### config.mk
export PLATFORM = sky130hd
export DESIGN_NAME = testmasterslave11_source_flat
export DESIGN_NICKNAME = d
export VERILOG_FILES = /design/src/rtl/testmasterslave11_source_pkg.sv /design/src/rtl/testmasterslave11_source_if.sv /design/src/rtl/testmasterslave11_source.sv /design/src/flat_wrapper.sv
export SDC_FILE = /design/constraint.sdc
export NUM_CORES = 1
export LEC_CHECK = 0
export ABC_AREA = 1
export CORE_AREA = 5 5 136 138
export DETAILED_ROUTE_END_ITERATION = 6
export DIE_AREA = 0 0 141 143
export HOLD_SLACK_MARGIN = 0.03
export PLACE_DENSITY = 0.57
export SYNTH_ARGS = -nofsm -noshare
export SYNTH_HDL_FRONTEND = slang
export SYNTH_SLANG_ARGS = --single-unit
### constraint.sdc
create_clock -name clk -period 7.3 [get_ports clk]
set_input_delay 0.73 -clock clk [delete_from_list [all_inputs] [get_ports clk]]
set_output_delay 0.73 -clock clk [all_outputs]
set_load 0.01 [all_outputs]
### src/rtl/testmasterslave11_source_pkg.sv
// Shared types for the testmasterslave11 source stage: the common 32-bit signed
// sample type and the source FSM's section encoding and parameter defaults.

package top_level_types;

    typedef logic signed [31:0] int32_t;

endpackage

package testmasterslave11_source_types;

    typedef enum logic [1:0] {
        sec_init  = 2'd0,
        sec_wait  = 2'd1,
        sec_accum = 2'd2,
        sec_emit  = 2'd3
    } Sections_src;

    localparam int signed DEF_THRESHOLD = 100;
    localparam int signed DEF_INIT_VAL  = 0;
    localparam int        DEF_CNT_W     = 8;

endpackage

### src/rtl/testmasterslave11_source_if.sv
// Handshake bundle between the upstream producer, the source stage and the
// downstream consumer (s_in / s_in_sync / shared_in side).

interface testmasterslave11_source_if
    import top_level_types::*;
#(
    parameter int CNT_W = 8
);

    int32_t           b_in;
    logic             b_in_sync;
    logic             b_in_notify;
    int32_t           m_out;
    logic             m_out_sync;
    logic             shared_out;
    logic [CNT_W-1:0] txn_cnt;

    modport master (
        input  b_in,
        input  b_in_sync,
        output b_in_notify,
        output m_out,
        output m_out_sync,
        output shared_out,
        output txn_cnt
    );

    modport slave (
        output b_in,
        output b_in_sync,
        input  b_in_notify,
        input  m_out,
        input  m_out_sync,
        input  shared_out,
        input  txn_cnt
    );

endinterface

### src/rtl/testmasterslave11_source.sv
// Source stage: takes one sample per round from a blocking handshake, keeps a
// running signed sum and emits it with a one-cycle strobe plus a threshold flag.

module testmasterslave11_source
    import top_level_types::*;
    import testmasterslave11_source_types::*;
#(
    parameter int signed THRESHOLD = DEF_THRESHOLD,
    parameter int signed INIT_VAL  = DEF_INIT_VAL,
    parameter int        CNT_W     = DEF_CNT_W
) (
    input logic                        clk,
    input logic                        rst,
    testmasterslave11_source_if.master bus
);

    Sections_src      section_q;
    int32_t           acc_q;
    int32_t           data_q;
    int32_t           m_out_q;
    logic             m_out_sync_q;
    logic             shared_out_q;
    logic [CNT_W-1:0] txn_cnt_q;

    // Ready comes straight from the section register so the upstream never
    // sees a combinational loop back through b_in_sync.
    assign bus.b_in_notify = (section_q == sec_wait);
    assign bus.m_out       = m_out_q;
    assign bus.m_out_sync  = m_out_sync_q;
    assign bus.shared_out  = shared_out_q;
    assign bus.txn_cnt     = txn_cnt_q;

    always_ff @(posedge clk or posedge rst) begin
        if (rst) begin
            section_q    <= sec_init;
            acc_q        <= INIT_VAL;
            data_q       <= '0;
            m_out_q      <= '0;
            m_out_sync_q <= 1'b0;
            shared_out_q <= 1'b0;
            txn_cnt_q    <= '0;
        end else begin
            m_out_sync_q <= 1'b0;
            case (section_q)
                sec_init: begin
                    section_q <= sec_wait;
                end
                sec_wait: begin
                    if (bus.b_in_sync) begin
                        data_q    <= bus.b_in;
                        section_q <= sec_accum;
                    end
                end
                sec_accum: begin
                    // A zero sample is a clear command rather than a no-op add.
                    if (data_q == 0) begin
                        acc_q <= INIT_VAL;
                    end else begin
                        acc_q <= acc_q + data_q;
                    end
                    section_q <= sec_emit;
                end
                sec_emit: begin
                    m_out_q      <= acc_q;
                    m_out_sync_q <= 1'b1;
                    shared_out_q <= (acc_q > THRESHOLD);
                    txn_cnt_q    <= CNT_W'(txn_cnt_q + 1'b1);
                    section_q    <= sec_wait;
                end
                default: begin
                    section_q <= sec_init;
                end
            endcase
        end
    end

endmodule
### src/flat_wrapper.sv
// flat-port wrapper written by rule: the top's interface ports become plain ports
module testmasterslave11_source_flat import top_level_types::*; import testmasterslave11_source_types::*;
#(
    parameter int signed THRESHOLD = DEF_THRESHOLD,
    parameter int signed INIT_VAL  = DEF_INIT_VAL,
    parameter int        CNT_W     = DEF_CNT_W
)
  (clk, rst, bus_b_in, bus_b_in_sync, bus_b_in_notify, bus_m_out, bus_m_out_sync, bus_shared_out, bus_txn_cnt);
  testmasterslave11_source_if #(.CNT_W(CNT_W)) bus_i ();
  input logic clk;
  input logic rst;
  input wire logic [$bits(bus_i.b_in)-1:0] bus_b_in;
  input wire logic [$bits(bus_i.b_in_sync)-1:0] bus_b_in_sync;
  output wire logic [$bits(bus_i.b_in_notify)-1:0] bus_b_in_notify;
  output wire logic [$bits(bus_i.m_out)-1:0] bus_m_out;
  output wire logic [$bits(bus_i.m_out_sync)-1:0] bus_m_out_sync;
  output wire logic [$bits(bus_i.shared_out)-1:0] bus_shared_out;
  output wire logic [$bits(bus_i.txn_cnt)-1:0] bus_txn_cnt;
  assign bus_i.b_in = bus_b_in;
  assign bus_i.b_in_sync = bus_b_in_sync;
  assign bus_b_in_notify = bus_i.b_in_notify;
  assign bus_m_out = bus_i.m_out;
  assign bus_m_out_sync = bus_i.m_out_sync;
  assign bus_shared_out = bus_i.shared_out;
  assign bus_txn_cnt = bus_i.txn_cnt;
  testmasterslave11_source #(.THRESHOLD(THRESHOLD), .INIT_VAL(INIT_VAL), .CNT_W(CNT_W)) u_core (.clk(clk), .rst(rst), .bus(bus_i));
endmodule
; ---- Yosys cells after proc, flatten, opt, wreduce, memory -nomap -nowiden
; Index checks and enable logic that the tools add are counted.
[op_classes]
add_sub_neg = 2
order_cmp = 1
eq_ne = 4
muxes = 4
n_reduce_logical = 4
[op_table]
columns = cell, count
row1 = adder 32 bit, 1
row2 = "> comparator 32 x 8 -> 1 bit, second input constant", 1
row3 = zero test 32 bit, 1
row4 = two-way mux 32 bit, 1
row5 = "adder 8 x 1 -> 8 bit, second input constant", 1
row6 = case mux 2 bit (3 select lines), 1
row7 = "equality test 2 bit, second input constant", 2
row8 = "equality test 2 x 1 -> 1 bit, second input constant", 1
row9 = zero test 2 bit, 1
row10 = two-way mux 2 bit, 1
row11 = "!= test 2 bit, second input constant", 1
row12 = AND reduction 2 bit, 1
row13 = OR reduction 2 bit, 1
row14 = two-way mux 1 bit, 1
[word_totals]
register_bits = 108
input_bits = 35
out_inout_bits = 43
elab_cells = 22

; ---- Depth between registers and ports, before layout
; Gate-level depths: netlist of run 1.
[logic_depth]
ltp_word = 3
depth_mapped = 14
mapped_depth_nobuf = 14

; ---- Least setup slack after synthesis of run 1
; No wires, ideal clock.
[synth_timing]
kind = flip-flop to flip-flop
startpoint = register u_core.acc_q[0]
endpoint = register u_core.acc_q[24]
setup_time_ns = 0.117
arrival_time_ns = 1.724
required_ns = 7.183
setup_slack_ns = 5.459
path_stages_with_launch = 14
period_less_slack_ns = 1.841
cell_sequence = dfrtp_1 -> ha_1 -> inv_1 -> fa_1 -> inv_1 -> nand3_1 -> nand3_1 -> nand2_1 -> nand2_1 -> nand2_1 -> nand3_1 -> nand2_1 -> nand3_1 -> nand2_1
[synth_via]
elab_chain_cells = 2
[synth_lines]
columns = item, line_no
row1 = "start, declared", testmasterslave11_source.sv:18  ; int32_t acc_q;
row2 = "start signal, assigned", testmasterslave11_source.sv:59  ; acc_q <= acc_q + data_q;
row3 = adder 32 bit, testmasterslave11_source.sv:59
row4 = two-way mux 32 bit, testmasterslave11_source.sv:56  ; if (data_q == 0) begin
; No other way between the ends.
; A chain may end at the register's enable or synchronous reset.

; ---- Worst setup path in the final report of run 1
[layout_timing]
startpoint = register u_core.section_q[0]
endpoint = register u_core.acc_q[28]
[layout_via]
elab_chain_cells = 1
[layout_lines]
columns = item, line_no
row1 = "start, declared", testmasterslave11_source.sv:17  ; Sections_src section_q;
row2 = "start signal, assigned", testmasterslave11_source.sv:35  ; section_q <= sec_init;
row3 = "start signal, assigned", testmasterslave11_source.sv:46  ; section_q <= sec_wait;
row4 = "start signal, assigned", testmasterslave11_source.sv:51  ; section_q <= sec_accum;
row5 = equality test 2 bit, testmasterslave11_source.sv:44  ; case (section_q)
; No other way between the ends.

==> summary by stage, run 1 <==
Yosys
For this run, asynchronously set or reset flops after synthesis account for 100%. The count of mapped cells out of synthesis is slightly above 900. In this run the cell area of the synthesized design comes to 6710 um2.

Summing the sequential cell areas from Yosys gives 40.3% of the chip area. The top flip-flop cell by instance count after synthesis is dfrtp_1. Of all cell types, the one taking the most synthesized area is dfrtp_1. The net count after synthesis is between 900 and 1000. The number of flops mapped to enable cells by yosys is 0.

The warning count from the yosys run is 0. Sorting the synthesized cells by area gives the leading types as dfrtp_1, nand2_1, inv_1, ha_1, mux2_2. Counting distinct cell types in the post-synthesis netlist gives 33.

The share of Yosys cell area claimed by the top area cell type is 40.3%. A synthesized cell averages 7.27 um2. The number of register bits inferred by synthesis is ~110.

Timing
Setup violations remaining at the end of the flow were counted as 0. The final number of max-transition violations is 0. After routing, the total negative slack on setup checks comes to 0 ns. The final critical path takes up 33.6% of the cycle. On the final layout, the worst clock skew is 0.00621 ns. Setup repair after global routing left no endpoint under its margin. The number of hold violations in the final report is 0.

Subtracting the final worst setup slack from the clock period gives 2.45 ns. The fmax is 408 MHz. After layout, the worst setup slack is 4.85 ns. Headroom to the max-slew limit came out at 30.0%.

For the pin with the worst max-slew slack, the measured transition is between 1 and 1.5 ns.

Global routing
The first global-routing pass estimated 28800 um of wire. For this run, the total global-route usage over all layers was measured as 18.0%. The number of global-route vias before repair is 5586. Entering global routing, the biggest net connects 60 pins. The total overflow left after global routing is 0. The initial antenna violation count came to 0.

Detailed routing
After the first detailed-routing iteration, the DRC count stood at approximately 290. The number of iterations in the first detailed-routing pass is 5. For this block, the via count after detailed routing is 5817. The per-cell via count in the routed design is 4.74. The number of nets with antenna violations after routing is 0. The average wire per standard cell is 14.1 um. After detailed routing, the number of remaining DRC violations is 0.

After detailed routing, the total wire length is 17300 um.

Floorplanning
The number of I/O pins is 78. Measured along the y axis, the die boundary spans 143 um. The number of standard-cell rows in the floorplan is 48.

The floorplan step defined a core boundary enclosing between 15000 and 20000 um2. For this configuration, the core starts out at a cell density of 39.4%. The die covers 20200 um2. The x dimension of the die is 141 um.

Critical path
The stage delay of the slowest cell on the critical path is around 0.9 ns. STA classifies the critical path endpoint as a flop. The largest fanout of any net on the critical path is 25. The signal on the critical path passes through inv_1 > ha_1 > inv_2 > nor2_2 > nand3_1 > nand2_1. The setup check on the worst reg-to-reg path leaves a slack of 4.85 ns. The cell depth of the worst flop-to-flop path is 6. On the critical path, the stage with the largest delay is an instance of nor2_2. The kind of critical path is flop to flop. The worst setup path is launched from a flop.

The data arrival time of the critical path is 2.75 ns. Data on the critical path is required at its endpoint by 7.59 ns.

Hold path
The class of the tightest hold or removal check is flop to flop. Counting instances, the worst hold path has a depth of 2.

Status
The flow ran to the end, and the final reports show no timing, DRC or antenna violations.

Place
The placed wire-length estimate after detailed placement is 13800 um. The congestion estimate from routability-driven global placement came to between 0.8 and 0.9. During placement, the flow inserted port buffers numbering 77. OpenSTA, run right after detailed placement, puts the worst setup slack at 4.80 ns.

CTS
The clock insertion delay at the later pin of the skew report is 0.36 ns. The longest clock path from root to sink contains 2 buffers. The post-CTS resize count is 0.

The clock net in this run drives a total of 108 sinks. TritonCTS built the clock tree. After clock tree synthesis, the clock-pin slew on the worst setup and hold paths is 0.07 ns.

Clock tree synthesis selected as its root buffer the cell clkbuf_16. The H-tree generated during clock tree synthesis spans 3 levels. In this run, CTS created clock tree buffers numbering 9. The number of hold buffers added after CTS is 0. Buffers added to address setup during post-CTS repair amount to 0.

Power and ir drop
IR analysis of the VDD net gives a maximum drop of about 0.17 mV. The ratio of total power to cell area is 516 nW/um2. In this run the static leakage power is 0.00423 uW.

Finish
Counting the fill cells in the layout gives 1780. The share of final-layout standard cells stronger than drive strength 1 is under 10%. The number of nets in the final layout is 1070.

From synthesis to final layout, the design area changed by 19.2%. The count of antenna diodes in the layout is 0.

Job
The number of maximum-capacitance violations is 0.
through the flow:
step / utilization (%) / instance area [um2] / hold WS, ns / std cells / total power [uW]
after floorplan: - / 6710 / 0.475 / 923 / 2890
after global placement: 45.2 / 7720 / 0.455 / 1212 / 3650
after detailed placement: 45.2 / 7720 / 0.458 / 1212 / 3660
after CTS: 46.9 / 8000 / 0.477 / 1228 / 4160
after global routing: 46.9 / 8000 / 0.494 / 1228 / 4580
final: 46.9 / 8000 / 0.473 / 1228 / 4130
where the power goes:
| part | total, uW | switching [uW] | internal, uW | leakage (uW) |
|---|---|---|---|---|
| combinational | 2500 | 1510 | 989 | 0.00277 |
| clock | 480 | 234 | 246 | 0.000134 |
| sequential | 1150 | 268 | 886 | 0.00133 |
flip-flops by register name (all words and copies together) (netlist names):
signal / cells
u_core.bus.txn_cnt: 8
u_core.data_q: 32
u_core.bus.shared_out: 1
u_core.bus.m_out: 32
u_core.section_q: 2
u_core.bus.m_out_sync: 1
u_core.acc_q: 32
cell usage after synthesis (8+ instances only):
cell type,instances
a21oi_1,24
nand2_1,345
o22ai_1,8
ha_1,36
dfrtp_1,108
xnor2_1,8
nor2_1,56
clkbuf_1,8
mux2_2,31
inv_1,148
o21ai_0,23
nand3_1,58
layout make-up:
type	instances	area, um2	share of cell area (%)
Multi-Input combinational cell	649	3380	42.2
Sequential cell	108	2700	33.8
Timing Repair Buffer	79	786	9.82
Inverter	151	569	7.11
Tap cell	225	282	3.52
Clock buffer	11	243	3.03
Clock inverter	5	43.8	0.547
metal layers:
metal	vias up	track usage, %	routed length, um
li1	3037	-	-
met1	2666	26.6	8840
met2	95	27.5	7480
met3	19	2.44	697
met4	0	5.25	260
met5	-	0	0
layout by cell type (no fill, tap or decap), types with 2 or more instances in the layout:
cell type          n
nor2_2             5
inv_2              3
nor2_1            56
ha_1              36
or2_1              2
clkinvlp_4         2
nor3_1             7
o22ai_1            8
nand3_1           58
clkdlybuf4s50_1   77
nand2_2            5
nand4_1            7
clkbuf_16          9
and2_1             3
inv_1            147
o21bai_1           2
nand3b_1           5
or2_2              3
xor2_1             5
mux2_2            31
a21oi_1           24
nand2_1          345
or2_0              2
xnor2_1            8
nand3_2            2
nor4_1             6
o21ai_0           23
buf_4              2
dfrtp_1          108
final timing paths:
path | from | end
setup / recovery | u_core.section_q[0] | u_core.acc_q[28]
min in group asynchronous | rst | u_core.bus.txn_cnt[5]
max in group asynchronous | rst | u_core.data_q[10]
setup reg to reg | u_core.section_q[0] | u_core.acc_q[28]
hold reg to reg | u_core.bus.m_out[0] | u_core.bus.m_out[0]
hold / removal | u_core.bus.m_out[0] | u_core.bus.m_out[0]
logic make-up after synthesis:
family	Yosys count	share of synthesized area (%)
simple gates	507	31.5
buf+inv	166	9.41
flops	108	40.3
compound gates	61	4.90
fa+ha+maj	37	7.01
mux	31	5.20
xor+xnor	13	1.70
critical path: cells and delay by family, from the launching register on:
kind          cells  cell delay, ns
flops             1            0.43
fa+ha+maj         1            0.40
simple gates      3            1.16
buf+inv           2            0.40
(Power assumes the default switching activity.)
==> run 2, diff against run 1 <==
--- a/config.mk
+++ b/config.mk
@@ -10,7 +10,7 @@
 export DETAILED_ROUTE_END_ITERATION = 6
 export DIE_AREA = 0 0 141 143
 export HOLD_SLACK_MARGIN = 0.03
-export PLACE_DENSITY = 0.57
+export PLACE_DENSITY = 0.59
 export SYNTH_ARGS = -nofsm -noshare
 export SYNTH_HDL_FRONTEND = slang
 export SYNTH_SLANG_ARGS = --single-unit
==> constraint.sdc (replaced) <==
create_clock -name clk -period 2.09 [get_ports clk]
set_input_delay 0.209 -clock clk [delete_from_list [all_inputs] [get_ports clk]]
set_output_delay 0.209 -clock clk [all_outputs]
set_load 0.01 [all_outputs]
==> run 2 against run 1 <==
Critical path depth grew 4. Cell area grew 3.4%. Combinational power grew to 3.8 times the previous value. Non-clock buffer count grew 22. Fmax grew 22%. Largest power group unchanged.
==> summary by stage, run 2 (synthesis gave the netlist of run 1 again) <==
Status
The flow ran to the end, and the final reports show no timing, DRC or antenna violations.

CTS
The sink count of the clock tree was 108 (unchanged). The clock insertion delay at the later pin of the skew report was 0.36 ns (about the same). The number of hold buffers added after CTS is 0 (unchanged). The number of buffers added by the clock tree synthesis step is 9 (unchanged). The total number of H-tree levels is 3 (unchanged). TritonCTS built the clock tree. The worst-case clock buffer depth is 2 (unchanged). The CTS root buffer is clkbuf_16.

The clock-pin slew on the worst setup and hold paths is 0.08 ns (about the same).

Finish
The count of antenna diodes in the layout came to 0 (unchanged). The most frequent standard cell in the layout excluding fill and tap cells is nand2_1. The area growth from synthesis to layout is 23.3%. The library cells used most frequently in the layout, excluding fill and tap cells, are nand2_1, inv_1, dfrtp_1.

The count of non-filler cells in the finished layout is 1249 (+1.7%). The share of final-layout standard cells stronger than drive strength 1 is 10.2% (+3.3 points). The number of nets in the final layout came to 1092 (+2.1%).

Detailed routing
The number of iterations in the first detailed-routing pass is 6 (+1). The remaining design rule violation count is 0 (unchanged). The average wire per standard cell is 14.7 um (+4.3%). The per-cell via count in the routed design came to 4.80 (+1.2%).

The sum of routed wire length over all layers is 18300 um (+6.1%). The number of nets with antenna violations after routing came to 0 (unchanged). The total via count after detailed routing was 5990 (+3.0%). The initial detailed-routing violation count came to 425 (+45%).

Global routing
The initial antenna violation count was 0 (unchanged). The number of global-route vias before repair is 5699 (+2.0%). The pin count of the biggest net entering global routing is 109 (+82%). The total grt overflow was 0 (unchanged).

The overall routing resource usage is 18.3% (+0.38 points). The wire length of the first global-routing pass is 29300 um (+2.0%).

Job
The number of maximum-capacitance violations is 0 (unchanged).

Floorplanning
The number of I/O pins is 78 (unchanged). The initial cell density of the core was 39.4% (unchanged). The full die area came to 20200 um2 (unchanged). The die extent in y is 143 um (unchanged).

The core footprint is 17100 um2 (unchanged). The number of standard-cell rows in the floorplan was 48 (unchanged). The x dimension of the die came to 141 um (unchanged).

Power and ir drop
The relative contribution of combinational cells to total power came to 62.7% (+2.2 points). The ratio of total power to cell area came to 1830 nW/um2 (+250%). The sequential cell fraction of total power came to 26.3% (-1.6 points).

The switching component of the power is 7310 uW (+260%). The total power consumption of the routed design is 15100 uW (+270%). The static leakage power is 0.00434 uW (+2.6%). The largest voltage drop on the vdd net came to 0.675 mV (+300%). The switching fraction of total power is 48.3% (-0.41 points). The part of the total power dissipated in the clock network came to 11.0% (-0.6 points). The cell internal power dissipation is 7830 uW (+270%).

Timing
The final-report setup violation count came to 0 (unchanged). The fraction of the cycle the final worst path needs is 96.0% (+62 points). The fmax is 499 MHz (+22%).

The final total negative setup slack is 0 ns (unchanged). The headroom to the max-slew limit is 60.9% (+31 points). The number of hold violations in the final report is 0 (unchanged).

The final critical-path required period is 2.01 ns (-0.446 ns). The final number of max-transition violations was 0 (unchanged). The final critical-path setup slack is 0.0840 ns (-4.76 ns). The transition time at the pin with the least slew margin is 0.587 ns (-0.461 ns).

The final setup skew was 0.00812 ns (+0.00191 ns).

Critical path
The kind of critical path is flop to flop. Counting stages on the worst path, the most repeated cell is nand2_1. The data arrival time of the critical path is 2.25 ns (-0.50 ns). In this run the critical register-to-register path is captured at u_core.acc_q[31]. The kind of cell adding the most delay to the critical path is simple AND/OR/NAND/NOR gates. STA classifies the critical path startpoint as a flop. The cell depth of the worst flop-to-flop path is 10 (+4). The largest fanout of any net on the critical path is 5 (-80%). The buffers plus inverters on the worst setup path is 0 (-2). The reg-to-reg critical path startpoint is u_core.acc_q[16]. The data required time at the worst endpoint is 2.33 ns (-5.26 ns). The stage delay of the slowest cell on the critical path came to 0.44 ns (-0.45 ns). The critical path endpoint category is a flop. The slowest cell on the critical path is dfrtp_1. The worst reg-to-reg setup slack is 0.08 ns (-4.76 ns).

Traced cell by cell, the critical path runs through ha_1 > nand2_1 > nor2_1 > nand2_1 > nor2_1 > nand2_1 > nand2_1 > nand2_1 > nand3_1 > nand2_1.

Hold path
The class of the tightest hold or removal check is input pin to asynchronous set/reset pin.

Place
The routability-driven placement congestion ratio came to 0.935 (+7.2%). The placed wire-length estimate after detailed placement is 14100 um (+2.8%). The quantity of I/O buffers inserted on ports is 77 (unchanged). The post-place setup slack came to 0.0492 ns (-4.75 ns). The number of cells in the design after placement came to 1234 (+1.8%).
==> run 2: changes by cell type in the layout (fill, tap and decap cells not counted), moves of 2 or more <==
cell	before	now
ha_1	36	29
ha_4	0	6
nand2_1	345	343
buf_12	0	2
nand2_2	5	7
buf_4	2	22
==> run 2: timing repair <==
item,in CTS,in global routing
setup endpoints to repair,0,13
buffers inserted,0,0
gates resized for setup,0,14
==> run 2: power groups by stage <==
stage	registers, uW	clock network (uW)	logic, uW
after detailed placement	3970	0	9210
final	3980	1670	9490
after floorplan	3870	0	6210
after global placement	3940	0	9140
after CTS	3930	1710	9260
after global routing	4120	1780	10700
==> run 2: how the worst max path moves through the flow <==
stage,from,to,cells after the start
global route,u_core.data_q[7],u_core.acc_q[18],10
finish,u_core.acc_q[16],u_core.acc_q[31],10
global placement,u_core.data_q[0],u_core.acc_q[24],13
floorplan,u_core.acc_q[0],u_core.acc_q[24],13
detailed placement,u_core.data_q[0],u_core.acc_q[24],13
CTS,u_core.data_q[0],u_core.acc_q[24],13
==> run 2: per-layer routing <==
metal	global-route usage, %	wire (um)
met1	26.9	8890
met2	29.0	8160
met3	2.08	1030
met4	4.79	240
met5	0	0
==> run 2: tightest hold or removal path, delay by kind of cell <==
| family | cells | cell delay, ns |
|---|---|---|
| buffers and inverters | 3 | 0.96 |
==> run 2: layout make-up <==
type | instances | area [um2]
Inverter | 151 | 571
Timing Repair Buffer | 101 | 976
Fill cell | 1752 | 8780
Clock inverter | 6 | 48.8
Sequential cell | 108 | 2700
Tap cell | 225 | 282
Multi-Input combinational cell | 649 | 3470
Clock buffer | 9 | 225
==> run 2: through the flow <==
| step | instance area [um2] | hold slack (ns) | utilization [%] |
|---|---|---|---|
| 3_5_place_dp | 7910 | 0.458 | 46.4 |
| 2_1_floorplan | 6720 | 0.360 | - |
| 4_1_cts | 8180 | 0.399 | 48.0 |
| 3_3_place_gp | 7910 | 0.454 | 46.4 |
| 5_1_grt | 8280 | 0.447 | 48.5 |
| 6_report | 8280 | 0.348 | 48.5 |
